--- src/rtl/vga_fill_engine.sv ---
`timescale 1ns/1ps
// vga_fill_engine: rectangle-fill sequencer that sits between the CPU bus and
// the VGA bus port. It issues Y/X address write pairs for every pixel of a
// clamped rectangle, using only the cycles in which the CPU is not writing.
module vga_fill_engine #(
  parameter logic [7:0] XMax     = 8'd159,
  parameter logic [6:0] YMax     = 7'd119,
  parameter logic [7:0] BaseAddr = 8'hB4,
  parameter logic [7:0] VGAXAddr = 8'hB1,
  parameter logic [7:0] VGAYAddr = 8'hB2
) (
  input  logic       CLK,
  input  logic       RESET,
  input  logic [7:0] BUS_ADDR,
  input  logic [7:0] BUS_DATA,
  input  logic       BUS_WE,
  output logic [7:0] VGA_BUS_ADDR,
  output logic [7:0] VGA_BUS_DATA,
  output logic       VGA_BUS_WE,
  output logic       BUSY,
  output logic       DONE_IRQ
);

  localparam logic [7:0] ADDR_X0   = BaseAddr;
  localparam logic [7:0] ADDR_Y0   = BaseAddr + 8'd1;
  localparam logic [7:0] ADDR_X1   = BaseAddr + 8'd2;
  localparam logic [7:0] ADDR_Y1   = BaseAddr + 8'd3;
  localparam logic [7:0] ADDR_CTRL = BaseAddr + 8'd4;

  localparam logic [2:0] S_IDLE = 3'd0;
  localparam logic [2:0] S_LOAD = 3'd1;
  localparam logic [2:0] S_WR_Y = 3'd2;
  localparam logic [2:0] S_WR_X = 3'd3;
  localparam logic [2:0] S_GAP  = 3'd4;
  localparam logic [2:0] S_DONE = 3'd5;

  logic [2:0] state_q, state_d;
  logic [7:0] x0_q, x0_d, x1_q, x1_d;
  logic [6:0] y0_q, y0_d, y1_q, y1_d;
  logic [7:0] lx0_q, lx0_d, lx1_q, lx1_d, cx_q, cx_d;
  logic [6:0] ly0_q, ly0_d, ly1_q, ly1_d, cy_q, cy_d;

  logic       ctrl_wr;
  logic       start_cmd;
  logic       abort_cmd;
  logic [7:0] x1_clamp;
  logic [6:0] y1_clamp;

  // CTRL decode (no storage) and clamping of the far corner to the screen.
  always_comb begin
    ctrl_wr   = BUS_WE && (BUS_ADDR == ADDR_CTRL);
    start_cmd = ctrl_wr && BUS_DATA[0] && !BUS_DATA[1];
    abort_cmd = ctrl_wr && BUS_DATA[1];
    x1_clamp  = (x1_q > XMax) ? XMax : x1_q;
    y1_clamp  = (y1_q > YMax) ? YMax : y1_q;
  end

  // Config registers: updated on any matching CPU write, even mid-fill.
  always_comb begin
    x0_d = x0_q;
    y0_d = y0_q;
    x1_d = x1_q;
    y1_d = y1_q;
    if (BUS_WE) begin
      if (BUS_ADDR == ADDR_X0) x0_d = BUS_DATA;
      if (BUS_ADDR == ADDR_Y0) y0_d = BUS_DATA[6:0];
      if (BUS_ADDR == ADDR_X1) x1_d = BUS_DATA;
      if (BUS_ADDR == ADDR_Y1) y1_d = BUS_DATA[6:0];
    end
  end

  // Fill sequencer: latch corners, walk X inside Y, stall on CPU writes.
  always_comb begin
    state_d = state_q;
    lx0_d   = lx0_q;
    ly0_d   = ly0_q;
    lx1_d   = lx1_q;
    ly1_d   = ly1_q;
    cx_d    = cx_q;
    cy_d    = cy_q;
    case (state_q)
      S_IDLE: if (start_cmd) state_d = S_LOAD;
      S_LOAD: begin
        lx0_d = x0_q;
        ly0_d = y0_q;
        lx1_d = x1_clamp;
        ly1_d = y1_clamp;
        cx_d  = x0_q;
        cy_d  = y0_q;
        if ((x0_q > x1_clamp) || (y0_q > y1_clamp)) state_d = S_DONE;
        else                                          state_d = S_WR_Y;
      end
      S_WR_Y: if (!BUS_WE) state_d = S_WR_X;
      S_WR_X: if (!BUS_WE) state_d = S_GAP;
      S_GAP: begin
        if ((cx_q == lx1_q) && (cy_q == ly1_q)) begin
          state_d = S_DONE;
        end else if (cx_q == lx1_q) begin
          cx_d    = lx0_q;
          cy_d    = cy_q + 7'd1;
          state_d = S_WR_Y;
        end else begin
          cx_d    = cx_q + 8'd1;
          state_d = S_WR_Y;
        end
      end
      S_DONE:  state_d = S_IDLE;
      default: state_d = S_IDLE;
    endcase
    // Abort overrides whatever the sequencer wanted; cursor is left alone.
    if (abort_cmd && (state_q != S_IDLE)) state_d = S_IDLE;
  end

  // State and register update with synchronous reset.
  always_ff @(posedge CLK) begin
    if (RESET) begin
      state_q <= S_IDLE;
      x0_q    <= '0;
      y0_q    <= '0;
      x1_q    <= '0;
      y1_q    <= '0;
      lx0_q   <= '0;
      ly0_q   <= '0;
      lx1_q   <= '0;
      ly1_q   <= '0;
      cx_q    <= '0;
      cy_q    <= '0;
    end else begin
      state_q <= state_d;
      x0_q    <= x0_d;
      y0_q    <= y0_d;
      x1_q    <= x1_d;
      y1_q    <= y1_d;
      lx0_q   <= lx0_d;
      ly0_q   <= ly0_d;
      lx1_q   <= lx1_d;
      ly1_q   <= ly1_d;
      cx_q    <= cx_d;
      cy_q    <= cy_d;
    end
  end

  // VGA bus mux: CPU writes always win, engine only drives idle cycles.
  always_comb begin
    VGA_BUS_ADDR = 8'd0;
    VGA_BUS_DATA = 8'd0;
    VGA_BUS_WE   = 1'b0;
    if (BUS_WE) begin
      VGA_BUS_ADDR = BUS_ADDR;
      VGA_BUS_DATA = BUS_DATA;
      VGA_BUS_WE   = 1'b1;
    end else if (state_q == S_WR_Y) begin
      VGA_BUS_ADDR = VGAYAddr;
      VGA_BUS_DATA = {1'b0, cy_q};
      VGA_BUS_WE   = 1'b1;
    end else if (state_q == S_WR_X) begin
      VGA_BUS_ADDR = VGAXAddr;
      VGA_BUS_DATA = cx_q;
      VGA_BUS_WE   = 1'b1;
    end
  end

  // Status outputs decoded straight from the state register.
  always_comb begin
    BUSY     = (state_q != S_IDLE);
    DONE_IRQ = (state_q == S_DONE);
  end

endmodule

--- config.mk ---
export PLATFORM = sky130hd
export DESIGN_NAME = vga_fill_engine
export DESIGN_NICKNAME = d
export VERILOG_FILES = /design/src/rtl/vga_fill_engine.sv
export SDC_FILE = /design/constraint.sdc
export NUM_CORES = 1
export LEC_CHECK = 0
export ABC_AREA = 1
export CORE_MARGIN = 3
export CORE_UTILIZATION = 52
export DETAILED_ROUTE_END_ITERATION = 10
export GPL_TIMING_DRIVEN = 0
export PLACE_DENSITY = 0.77
export SYNTH_ARGS = -nofsm -noshare
export SYNTH_HDL_FRONTEND = slang
export SYNTH_SLANG_ARGS = --single-unit
--- constraint.sdc ---
create_clock -name CLK -period 1.95 [get_ports CLK]
set_clock_uncertainty 0.2 [all_clocks]
set_input_delay 0.195 -clock CLK [delete_from_list [all_inputs] [get_ports CLK]]
set_output_delay 0.195 -clock CLK [all_outputs]
set_load 0.005 [all_outputs]
### Word-level counts from Yosys, hierarchy flattened

Index checks and enable logic that the tools add are counted.

* $add $sub $neg: 2
* magnitude comparators: 4
* equality and inequality tests: 17
* muxes and demuxes: 23
* reductions and logical operators: 19

Operators with widths (count)
* 2-to-1 mux 8 bit: 9
* == test 8 bit, second input constant: 5
* 2-to-1 mux 7 bit: 3
* one-hot mux 8 bit (2 select lines): 1
* 2-to-1 mux 3 bit: 5
* one-hot mux 3 bit (5 select lines): 1
* one-hot mux 7 bit (2 select lines): 1
* != test 2 bit, second input constant: 5
* AND reduction 2 bit: 5
* adder 8 x 1 -> 8 bit, second input constant: 1
* == test 8 bit: 1
* > comparator 8 bit: 1
* > comparator 8 bit, second input constant: 1
* adder 7 x 1 -> 7 bit, second input constant: 1
* == test 7 bit: 1
* > comparator 7 bit: 1
* > comparator 7 bit, second input constant: 1
* == test 3 x 2 -> 1 bit, second input constant: 2
* == test 3 bit, second input constant: 2
* logical AND 1 bit: 6
* AND reduction 3 bit: 2
* == test 3 x 1 -> 1 bit, second input constant: 1
* logical NOT 3 bit: 1
* 2-to-1 mux 1 bit: 3
* 5 further kinds: 5

* register bits: 71
* input port bits: 19
* output and inout port bits: 19
* word-level logic and storage cells: 75

### Logic depth before layout (Yosys ltp)

* depth after elaboration: 6
* mapped depth: 16
* mapped depth without buffers: 16

### Worst setup path after synthesis

OpenSTA, ideal clock, no wires.

* path type: flip-flop to flip-flop
* start point: register x1_q[5]
* end point: register state_q[0]
* library setup time: 116 ps
* data arrival time: 1786 ps
* required time: 1634 ps
* setup slack: -152 ps
* cell stages (with the launch flop): 15
* buffers on the path: 0
* clock period less this slack: 2102 ps
* path through: dfxtp_1 > o21ai_0 > inv_1 > nor2_1 > ha_1 > a21oi_1 > o21ai_0 > nand2_1 > nand2_1 > o21ai_0 > nand2_1 > nand2_1 > nand2_1 > nand2_1 > a21oi_1

* cells in the longest elaborated chain, start to end: 6

RTL lines
* start: declaration: line 38 `logic [7:0] x0_q, x0_d, x1_q, x1_d;`
* start signal: assignment: line 120 `x1_q <= '0;`
* start signal: assignment: line 132 `x1_q <= x1_d;`
* > comparator 8 bit: line 54 `x1_clamp = (x1_q > XMax) ? XMax : x1_q;`
* 2-to-1 mux 8 bit (*): line 54
* > comparator 8 bit (*): line 90 `if ((x0_q > x1_clamp) || (y0_q > y1_clamp)) state_d = S_DONE;`
* logical OR 1 bit (*): line 90
* 2-to-1 mux 3 bit (*): line 90
* one-hot mux 3 bit (5 select lines) (*): line 81 `case (state_q)`
* end signal: assignment: line 129 `state_q <= state_d;`
* end: declaration: line 37 `logic [2:0] state_q, state_d;`

Every way passes the cells marked *; elsewhere a longest branch is shown, timed or not.
A chain may end at the register's enable or synchronous reset.

### Worst setup path in the final report

* start point: register x1_q[5]
* end point: register state_q[1]

The elaborated chain is that of the path after synthesis.

==> impl_metrics.tcl <==
set metrics [dict create \
    layout.nets 664 \
    first_global_vias 4068 \
    r2r_slack_ns -0.31 \
    die_w_um 92.55 \
    drt_iter0_drc 597 \
    cts_root_buf "clkbuf_8" \
    whs_path_depth 4 \
    netlist-cell-type-count 37 \
    slew_headroom_pct 58.76 \
    via_count 4508 \
    grt_first_pass_wirelength_um 20240 \
    violations "negative setup slack" \
    syn-cell-area_mm2 0.003895 \
    cp.required_ns 2.04 \
    die-area_mm2 0.008565 \
    cts.path.max_buffers 2 \
    start_kind "flip-flop" \
    layout_min_cycle_time_ns 2.264 \
    worst_slack_ns -0.3138 \
    syn_nets 585 \
    drive_gt1_share_pct 27.60 \
    path_cells "o21ai_4, nand2_2, ha_4, nand2_2, nor2_2, nand3_1, o21ai_2, nand2_2, o21ai_1, nand2_1, nand2_1" \
    cp_common_cell "nand2_2" \
    fp-row-count 30 \
    crit_type "flip-flop to flip-flop" \
    p_per_area_mw_per_mm2 620.8 \
    worstReg2RegEnd "state_q[1]" \
    max_stage_delay_ns 0.37 \
    antenna_cells 0 \
    grt_use_total_pct 30.19 \
    insertion_delay_ns 0.36 \
    wl_per_cell_um 19.05 \
    rsz0062_at_grt "yes" \
    rr_worst_depth 11 \
    end_kind "flip-flop" \
    grt_max_degree 14 \
    grt-ovfl-total 0 \
    numCtsBuffers 9 \
    ant_nets 0 \
    drc 0 \
    wirelength_um 13910 \
    max_freq_mhz 441.7 \
    worstSetupStartpoint "x1_q[5]" \
    mostFrequentLayoutCells "nand2_1, a21oi_1, o21ai_0, dfxtp_1, inv_1" \
    hold_viol 0 \
    fin_total_pwr_uw 3379 \
    syn_inst 550 \
    clk_pin_slew_ns 0.08 \
    ios 38 \
    crit_fanout 4 \
    crit_arrival_ns 2.35 \
    ir_worst_vdd_mv 0.4479 \
    ys_seq_area_share_pct 36.49 \
    syn_avg_cell_area_um2 7.082 \
    yosys_register_bits 71 \
    tritoncts "done" \
    viasPerCell 6.175 \
    syn_to_final_growth_pct 39.74 \
    cap_violations 0 \
    place_congestion 0.8944 \
    detailedPlacementHpwl_um 8866 \
    slew_violations 0 \
    first_pass_iters 7 \
    fin_crit_sh_pct 116.1 \
    cts_max_level 3 \
    antenna_found_initial 0 \
    yosys_warnings 0 \
    stdcell_count 730 \
    hp-class "input pin to flip-flop" \
    setup_viol 25 \
    cts_sinks 71 \
    status "finished, violations left" \
    p_leak_uw 0.002249 \
    start_util_pct 55.49 \
    reg2reg_from "x1_q[5]" \
    slowest_stage "dfxtp_4" \
    dieHeight_um 92.55 \
    hold-path-endpoint "y0_q[6]" \
    holdCritStartpoint "BUS_WE" \
    core-area_mm2 0.007019 \
    worstMarginPinSlew_ns 0.6186 \
    placed_cells 682 \
    io_buffers 36 \
]
==> worst max path at each step <==
stage	endpoint	slack (ns)	cells after the start
6_report	state_q[1]	-0.31	11
2_1_floorplan	state_q[0]	0.04	14
5_1_grt	state_q[1]	-0.38	13
4_1_cts	VGA_BUS_DATA[1]	-0.11	9
3_3_place_gp	VGA_BUS_DATA[6]	-0.56	7
3_5_place_dp	VGA_BUS_DATA[0]	-0.58	7
==> synth_stat cells, drive strengths merged <==
cell / instances / area, µm²
xor2: 13 / 113.9
ha: 16 / 200.2
o21ai: 82 / 417.9
nand4: 5 / 31.28
buf: 5 / 36.28
nand3: 33 / 165.2
o22ai: 2 / 12.51
o221ai: 6 / 52.55
nor3: 6 / 40.04
clkinv: 1 / 3.750
a31oi: 3 / 18.77
dfxtp: 71 / 1421
o21a: 2 / 15.01
o211ai: 1 / 7.510
inv: 70 / 262.8
nand3b: 1 / 7.510
a21oi: 83 / 419.2
a22oi: 1 / 7.510
nor4: 3 / 37.54
xnor2: 4 / 35.03
clkbuf: 16 / 60.06
or2: 3 / 18.77
nand2: 90 / 360.4
nor2: 33 / 150.2
==> cell families (layout without fill, tap and decap cells) <==
| kind of cell | count (synthesis) | count (layout) | synth area share [%] |
|---|---|---|---|
| fa+ha+maj | 16 | 16 | 5.140 |
| simple gates | 174 | 174 | 20.82 |
| buf+inv | 92 | 176 | 9.316 |
| xor+xnor | 17 | 17 | 3.823 |
| compound gates | 180 | 180 | 24.41 |
| flops | 71 | 71 | 36.49 |
==> metal layers <==
metal / global-route usage (%) / wire, µm / vias to the layer above
met5: 0 / 0 / -
met4: 11.39 / 466 / 0
met3: 4.793 / 1470 / 61
met1: 40.06 / 5532 / 2107
met2: 49.31 / 6435 / 322
li1: - / - / 2018
==> flip-flops by register name, indices dropped and copies added, names as in the netlist <==
register	count
lx0_q	8
lx1_q	8
x1_q	8
ly1_q	7
cy_q	7
state_q	3
y0_q	7
x0_q	8
cx_q	8
y1_q	7
==> layout make-up <==
class	instances	area, µm²
fill	463	1577
buffer	20	108.9
clock buffer	9	123.9
multi-input combinational	387	2545
tap	96	120.1
clock inverter	7	167.7
inverter	71	280.3
timing repair buffer	69	650.6
sequential	71	1446
==> where the power goes <==
part / internal [µW] / switching, µW
combinational: 82.3 / 125
clock: 1120 / 610
sequential: 1440 / 1.88
==> metrics by stage <==
| stage | area (µm²) | utilization [%] | worst slack [ns] | hold slack [ns] | setup TNS [ns] |
|---|---|---|---|---|---|
| after floorplan | 3899 | - | 0.03916 | 0.1382 | 0 |
| after detailed placement | 4379 | 62.39 | -0.5818 | 0.2713 | -13.54 |
| after CTS | 5030 | 71.66 | -0.1106 | 0.1893 | -0.6767 |
| final | 5443 | 77.54 | -0.3138 | 0.2315 | -2.198 |
| after global routing | 5443 | 77.54 | -0.3845 | 0.2759 | -3.827 |
| after global placement | 4379 | 62.39 | -0.5649 | 0.2652 | -11.80 |
==> critical path: cells and delay by family, from the launching register on <==
kind / cells / cell delay, ns
AOI/OAI and AO/OA: 3 / 0.64
adders and majority gates: 1 / 0.28
and+or+nand+nor: 7 / 0.72
DFF: 1 / 0.37
==> timing repair <==
action,4_1_cts,5_1_grt
resized for setup,113,67
gates cloned,0,2
hold buffers,1,0
pin swaps,11,21
endpoints found under the setup margin,34,75
buffers inserted,14,16
endpoints found under the hold margin,1,0
Note: power is estimated with default switching activity, not from simulation.
